## src/rtl/text_frame_serializer.sv

```systemverilog
// Buffers FRAME_LEN bytes, then sends SYNC, payload, checksum as MSB-first NRZ, BIT_DIV clocks/bit.
// Latency: first bit 1 clk after last accept; byte_ready is low for the whole transmission.
module text_frame_serializer #(
    parameter int          FRAME_LEN = 16,
    parameter logic [7:0]  SYNC_BYTE = 8'h7E,
    parameter int          BIT_DIV   = 4,
    parameter int          CNT_W     = 16
) (
    input  logic             clk,
    input  logic             reset,
    input  logic [7:0]       byte_in,
    input  logic             byte_valid,
    output logic             byte_ready,
    output logic             tx_bit,
    output logic             bit_strobe,
    output logic             frame_active,
    output logic             frame_done,
    output logic [CNT_W-1:0] frame_count
);

    localparam int IDX_W = (FRAME_LEN > 1) ? $clog2(FRAME_LEN) : 1;
    localparam int DIV_W = (BIT_DIV > 1) ? $clog2(BIT_DIV) : 1;
    localparam logic [IDX_W-1:0] IDX_LAST = IDX_W'(FRAME_LEN - 1);
    localparam logic [DIV_W-1:0] DIV_LAST = DIV_W'(BIT_DIV - 1);

    typedef enum logic [1:0] {
        S_FILL,
        S_SYNC,
        S_PAYLOAD,
        S_CHK
    } state_t;

    state_t             state_q, state_d;
    logic [IDX_W-1:0]   idx_q, idx_d;
    logic [7:0]         chk_q, chk_d;
    logic [2:0]         bit_cnt_q, bit_cnt_d;
    logic [DIV_W-1:0]   div_q, div_d;
    logic               byte_ready_q, byte_ready_d;
    logic               frame_done_q, frame_done_d;
    logic [CNT_W-1:0]   frame_count_q, frame_count_d;
    logic [7:0]         mem_q [FRAME_LEN];

    logic       accept;
    logic [7:0] cur_byte;

    // byte_ready_q is only ever high in FILL, so it alone qualifies the handshake.
    assign accept = byte_valid && byte_ready_q;

    always_comb begin
        cur_byte = SYNC_BYTE;
        case (state_q)
            S_PAYLOAD: cur_byte = mem_q[idx_q];
            S_CHK:     cur_byte = chk_q;
            default:   cur_byte = SYNC_BYTE;
        endcase
    end

    always_comb begin
        state_d       = state_q;
        idx_d         = idx_q;
        chk_d         = chk_q;
        bit_cnt_d     = bit_cnt_q;
        div_d         = div_q;
        frame_done_d  = 1'b0;
        frame_count_d = frame_count_q;

        if (state_q == S_FILL) begin
            if (accept) begin
                chk_d = chk_q + byte_in;
                if (idx_q == IDX_LAST) begin
                    state_d   = S_SYNC;
                    idx_d     = '0;
                    bit_cnt_d = '0;
                    div_d     = '0;
                end else begin
                    idx_d = idx_q + IDX_W'(1);
                end
            end
        end else if (div_q == DIV_LAST) begin
            div_d     = '0;
            bit_cnt_d = bit_cnt_q + 3'd1;
            if (bit_cnt_q == 3'd7) begin
                case (state_q)
                    S_SYNC: state_d = S_PAYLOAD;
                    S_PAYLOAD: begin
                        if (idx_q == IDX_LAST) state_d = S_CHK;
                        else                   idx_d   = idx_q + IDX_W'(1);
                    end
                    default: begin
                        state_d       = S_FILL;
                        idx_d         = '0;
                        chk_d         = '0;
                        frame_done_d  = 1'b1;
                        frame_count_d = frame_count_q + CNT_W'(1);
                    end
                endcase
            end
        end else begin
            div_d = div_q + DIV_W'(1);
        end

        byte_ready_d = (state_d == S_FILL);
    end

    always_ff @(posedge clk) begin
        if (!reset) begin
            state_q       <= S_FILL;
            idx_q         <= '0;
            chk_q         <= '0;
            bit_cnt_q     <= '0;
            div_q         <= '0;
            byte_ready_q  <= 1'b1;
            frame_done_q  <= 1'b0;
            frame_count_q <= '0;
        end else begin
            state_q       <= state_d;
            idx_q         <= idx_d;
            chk_q         <= chk_d;
            bit_cnt_q     <= bit_cnt_d;
            div_q         <= div_d;
            byte_ready_q  <= byte_ready_d;
            frame_done_q  <= frame_done_d;
            frame_count_q <= frame_count_d;
        end
    end

    // Payload storage needs no reset: a reset restarts filling from index 0.
    always_ff @(posedge clk) begin
        if (accept) mem_q[idx_q] <= byte_in;
    end

    assign byte_ready   = byte_ready_q;
    assign frame_active = (state_q != S_FILL);
    assign tx_bit       = (state_q == S_FILL) ? 1'b1 : cur_byte[3'd7 - bit_cnt_q];
    assign bit_strobe   = (state_q != S_FILL) && (div_q == '0);
    assign frame_done   = frame_done_q;
    assign frame_count  = frame_count_q;

endmodule

```

## config.mk

```make
export PLATFORM = sky130hd
export DESIGN_NAME = text_frame_serializer
export DESIGN_NICKNAME = d
export VERILOG_FILES = /design/src/rtl/text_frame_serializer.sv
export SDC_FILE = /design/constraint.sdc
export NUM_CORES = 1
export LEC_CHECK = 0
export CORE_ASPECT_RATIO = 1.75
export CORE_MARGIN = 3
export CORE_UTILIZATION = 42
export DETAILED_ROUTE_END_ITERATION = 8
export GPL_TIMING_DRIVEN = 0
export PLACE_DENSITY_LB_ADDON = 0.1
export REMOVE_ABC_BUFFERS = 1
export SYNTH_ARGS = -nofsm -noshare
export SYNTH_HDL_FRONTEND = slang
export SYNTH_SLANG_ARGS = --single-unit
```

## constraint.sdc

```tcl
create_clock -name clk -period 3 [get_ports clk]
set_input_delay 0.45 -clock clk [delete_from_list [all_inputs] [get_ports clk]]
set_output_delay 0.45 -clock clk [all_outputs]
set_load 0.1 [all_outputs]
```

==> results.py, run 1 <==
metrics = {
    "routing": {
        "ant_nets": 0,
        "drtIter0Drc": 172,
        "first_pass_iters": 5,
        "drc": 0,
        "dr_total_vias": 4427,
        "vias_per_cell": 5.49,
        "drt-total-wl_mm": 17.7,
        "avgRoutedWirePerCell_um": 22.0,
    },
    "global_route": {
        "gr-usage-all-layers": 0.196,
        "grt_max_degree": 33,
        "grt_pass1_vias": 4693,
        "antenna_found_initial": 0,
        "grt_overflow": 0,
        "grt_pass1_wl_mm": 27.6,
    },
    "synth": {
        "yosysWarnings": 0,
        "synth.cell_area_um2": 7340,
        "synth.most_common_cell": "edfxtp_1",
        "synth_top_area_share": 0.524,
        "ys_top_cells_by_area": "edfxtp_1 (52%), dfxtp_1 (11%), mux4_1 (3.9%), mux2i_1 (3.5%), ha_1 (3.4%)",
        "ys_types": 52,
        "yosysSeqAreaShare": 0.635,
        "async_flop_share": 0,
        "postSynthCellCount": 525,
        "synth-edff-count": 128,
        "avgSynthCellArea_um2": 14.0,
        "synth-seq-cells": 169,
        "synth_flop_cell": "edfxtp_1",
        "yosys-top-cells-count": "edfxtp_1 (128), nor2_1 (52), dfxtp_1 (41)",
        "yosys.area.top_type": "edfxtp_1",
    },
    "clock_tree": {
        "clkTransAtPathRegs_ps": 70,
        "cts_tree": "built",
        "cts_root_buffer": "clkbuf_16",
        "htree_levels": 4,
        "cts.sinks": 169,
        "cts_buffers": 17,
        "clock_tree.buffer_depth": 2,
        "clkLatencyLatePin_ps": 420,
    },
    "die": {
        "io_pins": 32,
        "die_area_um2": 19200,
        "die_h_um": 181,
        "initial_utilization": 0.431,
        "fp.dieW_um": 106,
        "std_cell_rows": 63,
        "core_um2": 17000,
    },
    "critical_path": {
        "worstPathRequired_ps": 2550,
        "end_kind": "output pin",
        "r2r-start": "state_q[0]",
        "r2r_cells": 7,
        "r2r_end": "chk_q[3]",
        "crit_arrival_ps": 2690,
        "cp_max_fo": 6,
        "crit_type": "reg2out",
        "startpoint_type": "flip-flop",
        "reg2reg_slack_ps": 470,
    },
    "power_and_ir_drop": {
        "p_leak_uw": 0.00293,
        "powerDensity_nw_per_um2": 592,
        "peakVddDrop_mv": 0.353,
    },
    "placement": {
        "io_buffers": 31,
        "dpl_cell_area_um2": 7810,
        "pre_cts_slack_ps": -1450,
        "dp_cells": 761,
        "hpwl_mm": 12.1,
        "gp_congestion": 0.878,
    },
    "layout": {
        "fin_cells": 807,
        "n_fill_cell": 1518,
        "stdcell_area_um2": 8670,
        "nets": 599,
        "n_antenna_cell": 0,
        "drive_above_1_share": 0.164,
        "area.growth.synth_to_final_pct": 18.2,
    },
    "timing": {
        "finClkSkew_ps": 8.75,
        "min_period_ps": 3140,
        "setup_viol": 1,
        "rsz0062_at_grt": "true",
        "worst_pin_slew_ps": 1060,
        "fin_setup_tns_ps": -142,
        "period_share": 1.05,
        "hold_ws_ps": 484,
        "max_slew_margin": 0.293,
        "slew_violations": 0,
        "hold_viol": 0,
        "setup_ws_ps": -142,
        "max_freq_ghz": 0.318,
    },
    "flow_run": {
        "maxCapViolations": 0,
    },
    "hold_path": {
        "holdCritPathClass": "reg2reg",
        "whs_endpoint": "chk_q[2]",
        "hold_start": "chk_q[2]",
        "hold_depth": 2,
    },
    "outcome": {
        "status": "complete, but fails checks",
        "violations": "setup timing",
    },
}
## what timing repair did
item,4_1_cts,5_1_grt
resized for setup,46,8
pin swaps,8,4
gates cloned,2,0
setup endpoints to repair,3,9
buffers inserted,12,0
hold buffers,0,0
## cell usage in the layout, fill, tap and decap left out, types with 9 or more instances in the layout
cell type / instances
a21oi_1: 17
buf_4: 9
clkbuf_16: 17
clkdlybuf4s50_1: 28
dfxtp_1: 38
edfxtp_1: 128
ha_1: 18
inv_1: 20
mux2i_1: 25
mux4_2: 16
nand2_1: 30
nand3_1: 16
nor2_1: 51
nor2b_1: 10
o21ai_0: 13
xnor2_1: 10
xor2_1: 10
## stage by stage
stage | power [uW] | util
4_1_cts | 5200 | 0.507
6_report | 5140 | 0.509
3_5_place_dp | 2980 | 0.459
3_3_place_gp | 2970 | 0.457
2_1_floorplan | 2840 | -
5_1_grt | 5310 | 0.509
## layer usage
layer | track usage | up-vias | part of all wire
li1 | - | 2068 | -
met1 | 0.217 | 2223 | 0.38
met2 | 0.362 | 103 | 0.55
met3 | 0.0343 | 33 | 0.033
met4 | 0.0825 | 0 | 0.034
met5 | 0 | - | 0
## critical path: stages, from the launching register on
cell,delay (ps)
dfxtp_4,400
buf_8,140
mux4_2,350
o211ai_1,90
o22ai_1,240
nor2_1,60
or4_4,530
o211ai_4,230
buf_12,210
## logic make-up after synthesis
family	Yosys count	share of synthesized area
adder cells (fa/ha/maj)	21	0.0368
buffers and inverters	43	0.0317
AO/OA/AOI/OAI	74	0.0690
XOR/XNOR	20	0.0239
multiplexers	47	0.106
AND/OR/NAND/NOR	151	0.0977
flip-flops	169	0.635
## sequential cells by signal, indices dropped and copies added (netlist names), named ones only
register	count
bit_cnt_q	3
byte_ready	1
idx_q	4
state_q	2
frame_count	16
frame_done	1
div_q	2
chk_q	8
mem_q	128
## where the power goes
| part | total, uW | internal (uW) | switching [uW] |
|---|---|---|---|
| sequential | 2590 | 2550 | 39.3 |
| combinational | 388 | 180 | 208 |
| clock | 2160 | 1180 | 975 |
## area by class of cell
cell class	instances	area, um2	area share
well taps	227	284	0.0327
repair buffers	46	513	0.0591
flip-flops and latches	169	4680	0.539
inverters	20	75.1	0.00866
clock buffers	17	425	0.0490
multi-input cells	313	2540	0.293
clock inverters	15	160	0.0185
## how the worst max path moves through the flow
stage                     startpoint      to  slack, ps  cells after the start
final                      flip-flop  tx_bit       -140                      8
after global routing       flip-flop  tx_bit       -240                      9
after CTS                  flip-flop  tx_bit       -200                      8
after detailed placement   flip-flop  tx_bit      -1450                      7
after global placement     flip-flop  tx_bit      -2760                      7
after floorplan            flip-flop  tx_bit      -1250                      6
(Power assumes the default switching activity.)
==> run 2: changes to the inputs <==
CORE_UTILIZATION = 51   (was 42)
CTS_CLUSTER_SIZE = 28   (was unset)
GPL_TIMING_DRIVEN = unset   (was 0)
==> run 2 against run 1 <==
Against the previous run: the flow still finishes with violations (setup timing); non-clock buffer count rose by 19; largest power group unchanged; via count rose by 1.7%; register-to-register slack improved by 140 ps; critical path type unchanged.
==> results.py, run 2 (synthesis gave the netlist of run 1 again) <==
metrics = {
    "outcome": {
        "status": "complete, but fails checks",
        "violations": "setup timing",
    },
    "timing": {
        "max_freq_ghz": 0.321,
        "max_slew_margin": 0.526,
        "min_period_ps": 3110,
        "setup_viol": 1,
        "hold_viol": 0,
        "rsz0062_at_grt": "true",
        "setup_ws_ps": -114,
        "finClkSkew_ps": 7.03,
        "worst_pin_slew_ps": 710,
        "hold_ws_ps": 490,
        "fin_setup_tns_ps": -114,
        "slew_violations": 0,
        "period_share": 1.04,
    },
    "die": {
        "die_h_um": 165,
        "core_um2": 14000,
        "io_pins": 32,
        "std_cell_rows": 57,
        "fp.dieW_um": 96.7,
        "die_area_um2": 15900,
        "initial_utilization": 0.525,
    },
    "layout": {
        "largest_register_ff_count": 128,
        "final_common_cell": "edfxtp_1",
        "fin_cells": 776,
        "seq_area_um2": 4670,
        "area.growth.synth_to_final_pct": 18.2,
        "regMostFlops": "mem_q",
        "multi_input_area_um2": 2510,
        "fin_util": 0.620,
        "n_antenna_cell": 0,
        "mostFrequentLayoutCells": "edfxtp_1 (128), nor2_1 (52), buf_4 (48)",
        "n_fill_cell": 1131,
        "drive_above_1_share": 0.210,
        "nets": 618,
    },
    "global_route": {
        "grt_max_degree": 29,
        "antenna_found_initial": 0,
        "gr-usage-all-layers": 0.221,
        "grt_pass1_vias": 4631,
        "grt_overflow": 0,
        "grt_pass1_wl_mm": 26.3,
    },
    "power_and_ir_drop": {
        "swShare": 0.226,
        "pwr-share-seq": 0.503,
        "power_uw": 5140,
        "combPwrFrac": 0.075,
        "peakVddDrop_mv": 0.406,
        "p_int_uw": 3980,
        "powerDensity_nw_per_um2": 592,
        "p_clk_frac": 0.422,
        "p_leak_uw": 0.00304,
        "switchingPower_uw": 1160,
    },
    "routing": {
        "drt-total-wl_mm": 16.9,
        "met1_length_mm": 6.14,
        "ant_nets": 0,
        "drtIter0Drc": 286,
        "wl_met2_mm": 9.15,
        "wl_met3_um": 814,
        "first_pass_iters": 5,
        "maxUsedRoutingLayer": "met4",
        "avgRoutedWirePerCell_um": 21.8,
        "drc": 0,
        "vias_per_cell": 5.80,
        "dr_total_vias": 4504,
    },
    "critical_path": {
        "cp_max_fo": 6,
        "crit_arrival_ps": 2660,
        "crit_type": "reg2out",
        "worstPathRequired_ps": 2550,
        "startpoint_type": "flip-flop",
        "reg2reg_slack_ps": 610,
        "end_kind": "output pin",
    },
    "placement": {
        "gp_congestion": 0.946,
        "dp_cells": 741,
        "hpwl_mm": 12.1,
        "io_buffers": 31,
    },
    "clock_tree": {
        "cts_buffers": 17,
        "clkTransAtPathRegs_ps": 60,
        "clock_tree.buffer_depth": 2,
        "clkLatencyLatePin_ps": 420,
        "cts_tree": "built",
        "htree_levels": 4,
        "cts_root_buffer": "clkbuf_16",
        "cts.sinks": 169,
    },
    "hold_path": {
        "holdCritPathClass": "reg2reg",
    },
    "flow_run": {
        "maxCapViolations": 0,
    },
}
[run 2: cell count changes in the layout (fill, tap and decap cells not counted), sizes merged]
| cell | previous run | this run |
|---|---|---|
| buf | 15 | 53 |
| bufinv | 1 | 2 |
| clkbuf | 17 | 19 |
| clkdlybuf4s15 | 1 | 0 |
| clkdlybuf4s50 | 28 | 10 |
| clkinv | 3 | 5 |
| clkinvlp | 3 | 2 |
| dlygate4sd2 | 1 | 0 |
| inv | 28 | 25 |
[run 2: critical path, stage by stage, from the launching register on]
cell and delay, ps:
dfxtp_4 410, buf_12 160, mux4_2 500, or2_2 300, a311oi_2 240, a22oi_1 170
o2111ai_2 120, o211ai_4 140, buf_12 200
[run 2: what timing repair did]
action	CTS	global route
setup endpoints to repair	1	1
cloned	1	1
hold buffers	0	0
gates resized for setup	13	25
pin swaps	3	7
setup buffers	0	1
[run 2: power groups by stage]
stage	clock, uW	combinational [uW]	sequential [uW]
CTS	2210	370	2580
finish	2170	386	2590
global route	2300	424	2590
floorplan	0	194	2650
global placement	0	349	2630
detailed placement	0	353	2630
[run 2: routing by layer]
layer,track usage,vias to the layer above
met5,0,-
met4,0.108,0
met3,0.0482,41
met2,0.413,130
met1,0.235,2224
li1,-,2109
[run 2: final cells by class]
cell class	instances	area share
Clock buffer	18	0.0495
Clock inverter	14	0.0188
Inverter	20	0.00866
Multi-Input combinational cell	313	0.289
Sequential cell	169	0.539
Tap cell	177	0.0255
Timing Repair Buffer	65	0.0701
[run 2: per-stage QoR]
| step | instance area (um2) | setup WS, ps |
|---|---|---|
| 2_1_floorplan | 7180 | -1250 |
| 3_3_place_gp | 7930 | 223 |
| 3_5_place_dp | 7930 | 155 |
| 4_1_cts | 8580 | -154 |
| 5_1_grt | 8670 | -169 |
| 6_report | 8670 | -114 |
[run 2: worst paths after layout]
| path | startpoint | to | depth (start not counted) |
|---|---|---|---|
| max | flip-flop | tx_bit | 8 |
| min | chk_q[2] | chk_q[2] | 2 |
| max reg2reg | state_q[1] | frame_count[13] | 8 |
| min reg2reg | chk_q[2] | chk_q[2] | 2 |
